==> src/rtl/cpu_defs.sv <==
// Shared encodings for the controller: instruction fields, FSM states, datapath select codes.
package cpu_defs;

  localparam int INSTR_W = 16;
  localparam int STATE_W = 3;

  localparam logic [2:0] OPC_MOV = 3'b110;
  localparam logic [2:0] OPC_ALU = 3'b101;

  localparam logic [1:0] OP_MOV_IMM = 2'b10;
  localparam logic [1:0] OP_MOV_REG = 2'b00;
  localparam logic [1:0] OP_ADD     = 2'b00;
  localparam logic [1:0] OP_CMP     = 2'b01;
  localparam logic [1:0] OP_AND     = 2'b10;
  localparam logic [1:0] OP_MVN     = 2'b11;

  localparam logic [1:0] VSEL_C    = 2'b00;
  localparam logic [1:0] VSEL_IMM8 = 2'b10;

  localparam logic [1:0] ALU_ADD = 2'b00;
  localparam logic [1:0] ALU_SUB = 2'b01;
  localparam logic [1:0] ALU_AND = 2'b10;
  localparam logic [1:0] ALU_NOT = 2'b11;

  localparam logic [1:0] SH_NONE = 2'b00;
  localparam logic [1:0] SH_LSL  = 2'b01;
  localparam logic [1:0] SH_LSR  = 2'b10;
  localparam logic [1:0] SH_ASR  = 2'b11;

  localparam logic [2:0] R0 = 3'd0;
  localparam logic [2:0] R1 = 3'd1;
  localparam logic [2:0] R2 = 3'd2;
  localparam logic [2:0] R3 = 3'd3;
  localparam logic [2:0] R4 = 3'd4;
  localparam logic [2:0] R5 = 3'd5;
  localparam logic [2:0] R6 = 3'd6;
  localparam logic [2:0] R7 = 3'd7;

  typedef enum logic [STATE_W-1:0] {
    S_WAIT      = 3'd0,
    S_DECODE    = 3'd1,
    S_WRITE_IMM = 3'd2,
    S_GET_A     = 3'd3,
    S_GET_B     = 3'd4,
    S_CALC      = 3'd5,
    S_WRITE_REG = 3'd6
  } state_t;

  typedef enum logic [2:0] {
    CLS_NOP     = 3'd0,
    CLS_MOV_IMM = 3'd1,
    CLS_MOV_REG = 3'd2,
    CLS_ADD     = 3'd3,
    CLS_CMP     = 3'd4,
    CLS_AND     = 3'd5,
    CLS_MVN     = 3'd6
  } iclass_t;

  function automatic logic [INSTR_W-1:0] sext8(input logic [7:0] v);
    return {{(INSTR_W-8){v[7]}}, v};
  endfunction

  function automatic logic [INSTR_W-1:0] sext5(input logic [4:0] v);
    return {{(INSTR_W-5){v[4]}}, v};
  endfunction

endpackage

==> src/rtl/cpu_decoder.sv <==
// Combinational instruction field extraction and classification; unknown opcode/op pairs map to CLS_NOP.
module cpu_decoder
  import cpu_defs::*;
#(
  parameter int INSTR_W = 16
) (
  input  logic [INSTR_W-1:0] ir,
  output logic [1:0]         op,
  output logic [2:0]         rn,
  output logic [2:0]         rd,
  output logic [2:0]         rm,
  output logic [1:0]         sh,
  output logic [INSTR_W-1:0] sximm8,
  output logic [INSTR_W-1:0] sximm5,
  output iclass_t            iclass
);

  logic [2:0] opcode;

  assign opcode = ir[15:13];
  assign op     = ir[12:11];
  assign rn     = ir[10:8];
  assign rd     = ir[7:5];
  assign sh     = ir[4:3];
  assign rm     = ir[2:0];
  assign sximm8 = sext8(ir[7:0]);
  assign sximm5 = sext5(ir[4:0]);

  always_comb begin
    iclass = CLS_NOP;
    case (opcode)
      OPC_MOV: begin
        if (op == OP_MOV_IMM)      iclass = CLS_MOV_IMM;
        else if (op == OP_MOV_REG) iclass = CLS_MOV_REG;
      end
      OPC_ALU: begin
        case (op)
          OP_ADD:  iclass = CLS_ADD;
          OP_CMP:  iclass = CLS_CMP;
          OP_AND:  iclass = CLS_AND;
          default: iclass = CLS_MVN;
        endcase
      end
      default: iclass = CLS_NOP;
    endcase
  end

endmodule

==> src/rtl/cpu_controller.sv <==
// Instruction register plus Moore FSM sequencing datapath strobes for MOV/ADD/CMP/AND/MVN.
// Outputs depend only on state and IR; load and s are honoured only in WAIT.
module cpu_controller
  import cpu_defs::*;
#(
  parameter int INSTR_W = 16
) (
  input  logic               clk,
  input  logic               reset_n,
  input  logic [INSTR_W-1:0] in,
  input  logic               load,
  input  logic               s,
  output logic               w,
  output logic [2:0]         readnum,
  output logic [2:0]         writenum,
  output logic               write,
  output logic [1:0]         vsel,
  output logic               loada,
  output logic               loadb,
  output logic               loadc,
  output logic               loads,
  output logic               asel,
  output logic               bsel,
  output logic [1:0]         shift,
  output logic [1:0]         ALUop,
  output logic [INSTR_W-1:0] sximm8,
  output logic [INSTR_W-1:0] sximm5
);

  logic [INSTR_W-1:0] ir;
  state_t             state;
  state_t             state_nxt;
  logic [1:0]         op;
  logic [2:0]         rn;
  logic [2:0]         rd;
  logic [2:0]         rm;
  logic [1:0]         sh;
  iclass_t            iclass;

  always_ff @(posedge clk or negedge reset_n) begin
    if (!reset_n) begin
      ir    <= '0;
      state <= S_WAIT;
    end else begin
      state <= state_nxt;
      if (load && state == S_WAIT) ir <= in;
    end
  end

  cpu_decoder #(.INSTR_W(INSTR_W)) u_dec (
    .ir     (ir),
    .op     (op),
    .rn     (rn),
    .rd     (rd),
    .rm     (rm),
    .sh     (sh),
    .sximm8 (sximm8),
    .sximm5 (sximm5),
    .iclass (iclass)
  );

  always_comb begin
    state_nxt = state;
    w         = 1'b0;
    readnum   = R0;
    writenum  = R0;
    write     = 1'b0;
    vsel      = VSEL_C;
    loada     = 1'b0;
    loadb     = 1'b0;
    loadc     = 1'b0;
    loads     = 1'b0;
    asel      = 1'b0;
    bsel      = 1'b0;
    shift     = SH_NONE;
    ALUop     = ALU_ADD;
    case (state)
      S_WAIT: begin
        w = 1'b1;
        if (s) state_nxt = S_DECODE;
      end
      S_DECODE: begin
        case (iclass)
          CLS_MOV_IMM:                 state_nxt = S_WRITE_IMM;
          CLS_MOV_REG, CLS_MVN:        state_nxt = S_GET_B;
          CLS_ADD, CLS_CMP, CLS_AND:   state_nxt = S_GET_A;
          default:                     state_nxt = S_WAIT;
        endcase
      end
      S_WRITE_IMM: begin
        writenum  = rn;
        vsel      = VSEL_IMM8;
        write     = 1'b1;
        state_nxt = S_WAIT;
      end
      S_GET_A: begin
        readnum   = rn;
        loada     = 1'b1;
        state_nxt = S_GET_B;
      end
      S_GET_B: begin
        readnum   = rm;
        loadb     = 1'b1;
        state_nxt = S_CALC;
      end
      S_CALC: begin
        shift = sh;
        // MOV reg passes B through the adder with A forced to zero
        case (iclass)
          CLS_MOV_REG: begin
            asel  = 1'b1;
            ALUop = ALU_ADD;
            loadc = 1'b1;
          end
          CLS_CMP: begin
            ALUop = ALU_SUB;
            loads = 1'b1;
          end
          default: begin
            ALUop = op;
            loadc = 1'b1;
          end
        endcase
        state_nxt = (iclass == CLS_CMP) ? S_WAIT : S_WRITE_REG;
      end
      S_WRITE_REG: begin
        writenum  = rd;
        vsel      = VSEL_C;
        write     = 1'b1;
        state_nxt = S_WAIT;
      end
      default: state_nxt = S_WAIT;
    endcase
  end

endmodule

==> config.mk <==
export PLATFORM = sky130hd
export DESIGN_NAME = cpu_controller
export DESIGN_NICKNAME = d
export VERILOG_FILES = /design/src/rtl/cpu_defs.sv /design/src/rtl/cpu_decoder.sv /design/src/rtl/cpu_controller.sv
export SDC_FILE = /design/constraint.sdc
export NUM_CORES = 1
export LEC_CHECK = 0
export ABC_AREA = 1
export CORE_MARGIN = 2
export CORE_UTILIZATION = 40
export DETAILED_ROUTE_END_ITERATION = 10
export PLACE_DENSITY = 0.81
export SYNTH_ARGS = -nofsm -noshare
export SYNTH_HDL_FRONTEND = slang
export SYNTH_SLANG_ARGS = --single-unit
export TNS_END_PERCENT = 20
==> constraint.sdc <==
create_clock -name clk -period 4.1 [get_ports clk]
set_input_delay 0.82 -clock clk [delete_from_list [all_inputs] [get_ports clk]]
set_output_delay 0.82 -clock clk [all_outputs]
set_load 0.005 [all_outputs]
# After elaboration in Yosys (flattened, before gate mapping)
# Cells that the tools add are included.
dict set report totals {
  out_inout_bits 52
  reg_bits 19
  inputBits 20
  elab_cells 49
}
dict set report op_classes {
  n_reduce_logical 6
  muxes 24
  eq_ne 17
}
# operator count
set op_table {}
lappend op_table {{3-bit == test (second input constant)} 8}
lappend op_table {{3-bit case mux with 2 select lines} 3}
lappend op_table {{3-bit case mux with 3 select lines} 2}
lappend op_table {{3-bit case mux with 5 select lines} 1}
lappend op_table {{3-bit by 2-bit == test with 1-bit output (second input constant)} 4}
lappend op_table {{1-bit 2-to-1 mux} 10}
lappend op_table {{3-bit 2-to-1 mux} 3}
lappend op_table {{2-bit 2-to-1 mux} 4}
lappend op_table {{3-bit by 1-bit == test with 1-bit output (second input constant)} 2}
lappend op_table {{2-bit case mux with 2 select lines} 1}
lappend op_table {{2-bit OR reduction} 2}
lappend op_table {{3-bit logical NOT} 1}
lappend op_table {{3-bit OR reduction} 1}
lappend op_table {{2-bit by 1-bit == test with 1-bit output (second input constant)} 1}
lappend op_table {{2-bit == test (second input constant)} 1}
lappend op_table {{2-bit logical NOT} 1}
lappend op_table {{2-bit != test (second input constant)} 1}
lappend op_table {{1-bit logical AND} 1}

# Longest topological paths before layout
# Gate-level depths: netlist (run 1).
dict set report depth {
  word_depth 8
  depth_mapped 8
  mapped_depth_nobuf 8
}

# Cells and area by module
# Synthesis (run 1) repeated with hierarchy kept, for this count alone.
dict set report hier_totals {
  cells_unflattened 199
  area_unflattened_um2 1480.2
}
# module n_inst cells_per_inst seq_area_each_um2 area_per_inst_um2
set modules_own_cells {}
lappend modules_own_cells {cpu_controller 1 135 475.5 1024.7}
lappend modules_own_cells {cpu_decoder 1 64 0.0 455.4}

# Worst setup path after synthesis (run 1)
# OpenSTA, ideal clock, no wires.
dict set report synth_timing {
  path_type {flip-flop to output port}
  start {register ir[11]}
  end {output ALUop[1]}
  stages_incl_launch_ff 7
  t_arrival_ns 1.177
  n_path_buf 0
  required_ns 3.280
  setup_slack_ns 2.103
  cell_sequence {dfrtp_1 -> inv_1 -> ha_1 -> nand4_1 -> nand2_2 -> o21ai_2 -> nor3_1}
}
dict set report synth_via {
  elab_chain_len 7
  word_cells_on_any_way 11
  classes_between {4 x eq/ne; 6 x mux; 1 x reduce/logical}
}
# element line_no
set synth_lines {}
lappend synth_lines {{start: declaration} cpu_controller.sv:30} ;# logic [INSTR_W-1:0] ir;
lappend synth_lines {{start signal: assignment} cpu_controller.sv:46} ;# if (load && state == S_WAIT) ir <= in;
lappend synth_lines {{2-bit logical NOT} {cpu_decoder.sv:34, cpu_decoder.sv:37}}
lappend synth_lines {{2-bit 2-to-1 mux} cpu_decoder.sv:34} ;# else if (op == OP_MOV_REG) iclass = CLS_MOV_REG;
lappend synth_lines {{3-bit 2-to-1 mux} cpu_decoder.sv:33} ;# if (op == OP_MOV_IMM) iclass = CLS_MOV_IMM;
lappend synth_lines {{3-bit case mux with 2 select lines (*)} cpu_decoder.sv:31} ;# case (opcode)
lappend synth_lines {{3-bit == test / 3-bit by 2-bit == test with 1-bit output (equally long branches)} cpu_controller.sv:109} ;# case (iclass)
lappend synth_lines {{2-bit case mux with 2 select lines (*)} cpu_controller.sv:109}
lappend synth_lines {{2-bit 2-to-1 mux (*)} cpu_controller.sv:77} ;# case (state)
lappend synth_lines {{end: declaration} cpu_controller.sv:25} ;# output logic [1:0] ALUop,
# Every way passes the cells marked *; elsewhere a longest branch is shown, timed or not.

# Worst setup path in the final report (run 1)
# Ends and elaborated chain as after synthesis.

==> results of run 1 <==
## final timing paths
kind                           from       end  slack, ns
min in group asynchronous   reset_n    ir[11]       0.99
min reg2reg                   ir[5]     ir[5]       0.52
max                          ir[11]  ALUop[1]       1.20
max in group asynchronous   reset_n     ir[2]       2.59
min                           ir[5]     ir[5]       0.52
max reg2reg                state[0]    ir[13]       2.68
## power breakdown
part | internal [mW] | switching [mW]
registers | 0.276 | 0.0965
clock network | 0.0364 | 0.0614
logic | 0.450 | 0.344
## through the flow
step | hold WS, ns | setup slack [ns] | total power [mW] | std cells
finish | 0.522 | 1.20 | 1.26 | 257
global route | 0.553 | 0.988 | 1.37 | 257
CTS | 0.528 | 1.16 | 1.28 | 257
detailed placement | 0.501 | 1.51 | 1.18 | 253
global placement | 0.492 | 1.54 | 1.16 | 253
floorplan | 0.465 | 2.10 | 0.924 | 176
## placed cells by master (no fill, tap or decap), drive strengths merged, types with 3 or more instances in the layout
master	count
a21oi	12
clkbuf	3
clkdlybuf4s50	69
dfrtp	19
ha	3
inv	20
nand2	30
nand3	16
nor2	19
nor3	3
o21ai	10
## sequential cells by signal, summed over array words and instances (netlist names)
signal / cells
state: 3
ir: 16
## logic make-up after synthesis
family          synth area share [%]
simple gates                    25.2
buf+inv                         26.7
compound gates                  10.7
flops                           34.4
fa+ha+maj                       2.72
other cells                    0.271
## worst max-delay path: stages, from the launching register on
cell and delay, ns:
dfrtp_1 0.39, inv_1 0.13, ha_1 0.16, nand4_1 0.20, nand2_2 0.16, o21ai_2 0.08, nor3_1 0.14, clkdlybuf4s50_1 0.52
## cell type report
cell class | instances | share of cell area [%]
Multi-Input combinational cell | 99 | 29.0
Clock inverter | 1 | 0.268
Timing Repair Buffer | 69 | 37.0
Clock buffer | 3 | 1.21
Tap cell | 46 | 3.08
Sequential cell | 19 | 25.5
Inverter | 20 | 4.02
## routing by layer
metal,up-vias,global-route usage [%],share of wire (%)
met1,541,18.9,45
met5,-,0,0
met2,41,26.2,49
met3,5,2.34,4.6
li1,590,-,-
met4,0,6.67,1.6
==> metrics.csv, run 1 <==
metric;value;unit
status;finished, final reports clean;
number of buffers created by CTS;3;
Syn Area/Cell;7.89;um^2
Synth top area share;34.4;%
min cycle time layout;2.90;ns
I/O pin total;72;
post-DR wirelength/cell;11.1;um
Yosys top cell by area;dfrtp_1;
Final Max Slew Viols;0;
GRT Util Overall;15.2;%
fin util;55.9;%
Total Wirelength;2850;um
Via density;4.58;
worst vdd ir;0.270;mV
Post-synth top cells;buf_4, nand2_1, dfrtp_1, inv_1, nand3_1;
Tightest Hold Check Type;reg -> reg;
DRC;0;
Initial Util;41.4;%
total gr overflow;0;
initial antenna violation count;0;
kind of critical path;reg -> out;
DIE WIDTH;62.8;um
Worst-Skew Late Latency;0.30;ns
hold-critical path depth;2;
Clock Skew;0.00339;ns
critical path peak fanout;5;
Slew headroom;43.3;%
RSZ-0062 raised after global routing;no;
Critical Path End Type;output pin;
Post CTS Setup Buffer Count;0;
Clock Sinks;19;
1st-pass router iterations;4;
Synth async-reset ratio;100;%
WP data arrival;2.08;ns
fillers;332;
mapped cell area;0.00138;mm^2
GP Congestion;0.845;
Worst Tran Pin Value;0.847;ns
Seq/Total Area, Yosys;34.4;%
Post-synth EDFFs;0;
Post-Syn Instances;175;
CTS tree;done;
Final Instance Area;0.00187;mm^2
Fin. Hold Viols;0;
TNS Setup;0;ns
Final setup viols;0;
worst-case reg-to-reg path depth;6;
ranking of synthesized cells by area;dfrtp_1, buf_4, nand2_1;
most common cell in the synthesized netlist;buf_4;
dpl cell area;0.00184;mm^2
multi-input logic area;541;um^2
input/output buffers;69;
Die H;62.8;um
global-route wire length before repair;4780;um
ys flop type;dfrtp_1;
Nets;235;
hpwl dp;2260;um
cts repair resizes;0;
CTS root buf;clkbuf_4;
# rows;21;
Max clock buf depth;2;
largest net degree at the start of global routing;26;
CTS clk-pin slew, worst paths;0.11;ns
layout cells sized above 1;11.4;%
DRT antenna net count;0;
Reg area;475;um^2
# diodes;0;
H-tree Lvls;1;
Hold Buf Count CTS;0;
Setup crit start kind;flip-flop;
vias in the first global route;1028;
pwr/cell area;677;mW/mm^2
Max Cap Viol;0;
die area;0.00394;mm^2
number of synthesized register bits;19;
core area;0.00334;mm^2
P_leak;0.863;nW
via count;1177;
initial drt markers;30;
worst path required time;3.28;ns
yosys warns;0;
Fmax;345;MHz
Yosys cell types;22;
fin crit share;70.8;%
P&R area growth vs syn;35.1;%
Power figures use the tool's default switching activity.
==> run 2, diff against run 1 <==
==> constraint.sdc (replaced) <==
create_clock -name clk -period 2.9 [get_ports clk]
set_input_delay 0.58 -clock clk [delete_from_list [all_inputs] [get_ports clk]]
set_output_delay 0.58 -clock clk [all_outputs]
set_load 0.005 [all_outputs]
==> metrics.csv, run 2 (synthesis gave the netlist of run 1 again) <==
metric;value;unit;change
CTS root buf;clkbuf_4;;unchanged
cell-internal power;1.08;mW;was 0.763 mW
via count;1165;;was 1177
WP data arrival;2.08;ns;about the same
post-DR wirelength/cell;11.1;um;about the same
Total Wirelength;2840;um;was 2850 um
Final Max Slew Viols;0;;unchanged
H-tree Lvls;1;;unchanged
Critical Path End Type;output pin;;unchanged
Biggest register;ir;;unchanged
max FFs per register;16;;unchanged
fin cells;257;;unchanged
Hold Path Origin;ir[5];;unchanged
1st-pass router iterations;4;;unchanged
Max clock buf depth;2;;unchanged
GRT Util Overall;15.1;%;was 15.2%
DRT antenna net count;0;;unchanged
initial drt markers;51;;was 30
critical path's largest stage delay;0.53;ns;was 0.52 ns
most common cell after layout, fill and taps aside;clkdlybuf4s50_1;;unchanged
Die H;62.8;um;unchanged
GP Congestion;0.845;;unchanged
initial antenna violation count;0;;unchanged
total gr overflow;0;;unchanged
# rows;21;;unchanged
worst path required time;2.32;ns;was 3.28 ns
Worst Tran Pin Value;0.847;ns;about the same
Hold WS;0.528;ns;was 0.522 ns
RSZ-0062 raised after global routing;no;;unchanged
CTS tree;done;;unchanged
largest net degree at the start of global routing;26;;unchanged
Fmax;376;MHz;
cts repair resizes;0;;unchanged
worst vdd ir;0.350;mV;was 0.270 mV
die area;0.00394;mm^2;unchanged
Tightest Hold Check Type;reg -> reg;;unchanged
min cycle time layout;2.66;ns;
hpwl dp;2280;um;was 2260 um
part of the power in registers;29.5;%;about the same
Max Cap Viol;0;;unchanged
# diodes;0;;unchanged
crit path cell chain;inv_1 -> ha_1 -> nand4_1 -> nand2_2 -> o21ai_2 -> nor3_1 -> clkdlybuf4s50_1;;unchanged
Slowest-stage cell, CP;clkdlybuf4s50_1;;unchanged
pwr/cell area;956;mW/mm^2;was 677 mW/mm^2
hold-critical path depth;2;;unchanged
Switching Fraction;39.6;%;was 39.7%
layout cells sized above 1;11.4;%;unchanged
Setup crit start kind;flip-flop;;unchanged
DIE WIDTH;62.8;um;unchanged
vias in the first global route;1039;;was 1028
Final Instance Area;0.00187;mm^2;unchanged
most frequent cells in the layout;clkdlybuf4s50_1, nand2_1, inv_1, dfrtp_1, nand3_1;;unchanged
P&R area growth vs syn;35.1;%;unchanged
P_leak;0.863;nW;unchanged
Overall Power;1.79;mW;was 1.26 mW
Via density;4.53;;was 4.58
DRC;0;;unchanged
reg-to-reg startpoint;state[0];;unchanged
Clock Sinks;19;;unchanged
input/output buffers;69;;unchanged
I/O pin total;72;;unchanged
fillers;337;;was 332
kind of critical path;reg -> out;;unchanged
Largest regs;ir: 16 flops, state: 3 flops;;unchanged
CP Buf/Inv Count;2;;unchanged
Fin. Hold Viols;0;;unchanged
Post CTS Setup Buffer Count;0;;unchanged
dpl cell area;0.00184;mm^2;unchanged
status;finished, final reports clean;;unchanged
fin crit share;91.6;%;
global-route wire length before repair;4760;um;was 4780 um
Hold Buf Count CTS;0;;unchanged
Top Family by Delay on Critical Path;buffers and inverters;;unchanged
core area;0.00334;mm^2;unchanged
Slew headroom;43.3;%;about the same
Nets;235;;unchanged
Worst-Skew Late Latency;0.30;ns;about the same
Final setup viols;0;;unchanged
worst-case reg-to-reg path depth;6;;unchanged
worst reg2reg path endpoint;ir[3];;was ir[13]
dpl cells;253;;unchanged
R2R setup slack;1.49;ns;was 2.68 ns
P_sw;0.707;mW;was 0.501 mW
number of buffers created by CTS;3;;unchanged
hold endpoint;ir[5];;unchanged
Initial Util;41.4;%;unchanged
CTS clk-pin slew, worst paths;0.11;ns;about the same
critical path peak fanout;5;;unchanged
Comb power frac;62.9;%;was 62.8%
Clock Skew;0.00373;ns;was 0.00339 ns
clock network fraction of total power;7.6;%;was 7.7%
TNS Setup;0;ns;unchanged
-- run 2: layout make-up --
type	instances	area [um^2]	share of cell area, %
Clock inverter	1	5.00	0.268
Multi-Input combinational cell	99	541	29.0
Tap cell	46	57.6	3.08
Inverter	20	75.1	4.02
Timing Repair Buffer	69	691	37.0
Sequential cell	19	475	25.5
Clock buffer	3	22.5	1.21
-- run 2: metrics by stage --
| stage | util, % | worst slack [ns] |
|---|---|---|
| 4_1_cts | 55.9 | 0.204 |
| 3_3_place_gp | 55.1 | 0.585 |
| 6_report | 55.9 | 0.243 |
| 3_5_place_dp | 55.1 | 0.552 |
| 2_1_floorplan | - | 1.14 |
| 5_1_grt | 55.9 | 0.0362 |
-- run 2: worst max-delay path by stage --
stage          startpoint       end  slack, ns  depth (start not counted)
6_report           ir[11]  ALUop[1]       0.24                          7
4_1_cts            ir[11]  ALUop[1]       0.20                          7
5_1_grt            ir[11]  ALUop[1]       0.04                          7
2_1_floorplan      ir[11]  ALUop[1]       1.14                          6
3_5_place_dp       ir[11]  ALUop[1]       0.55                          7
3_3_place_gp       ir[11]  ALUop[1]       0.58                          7
-- run 2: worst min-delay path: cells and delay by family, from the launching register on --
family        cells  cell delay, ns
flops             1            0.40
simple gates      2            0.11
-- run 2: power groups by stage --
| stage | sequential [mW] | clock [mW] | combinational, mW |
|---|---|---|---|
| final | 0.527 | 0.136 | 1.12 |
| after global routing | 0.553 | 0.159 | 1.23 |
| after CTS | 0.529 | 0.142 | 1.14 |
| after detailed placement | 0.535 | 0 | 1.13 |
| after global placement | 0.527 | 0 | 1.11 |
| after floorplan | 0.495 | 0 | 0.812 |
-- run 2: per-layer routing --
metal	wire length, um	GRT usage (%)	part of all wire [%]	up-vias
met5	0	0	0	-
met4	47	6.67	1.7	0
met3	138	2.34	4.9	5
met2	1390	25.8	49	45
met1	1260	18.6	44	526
li1	-	-	-	589
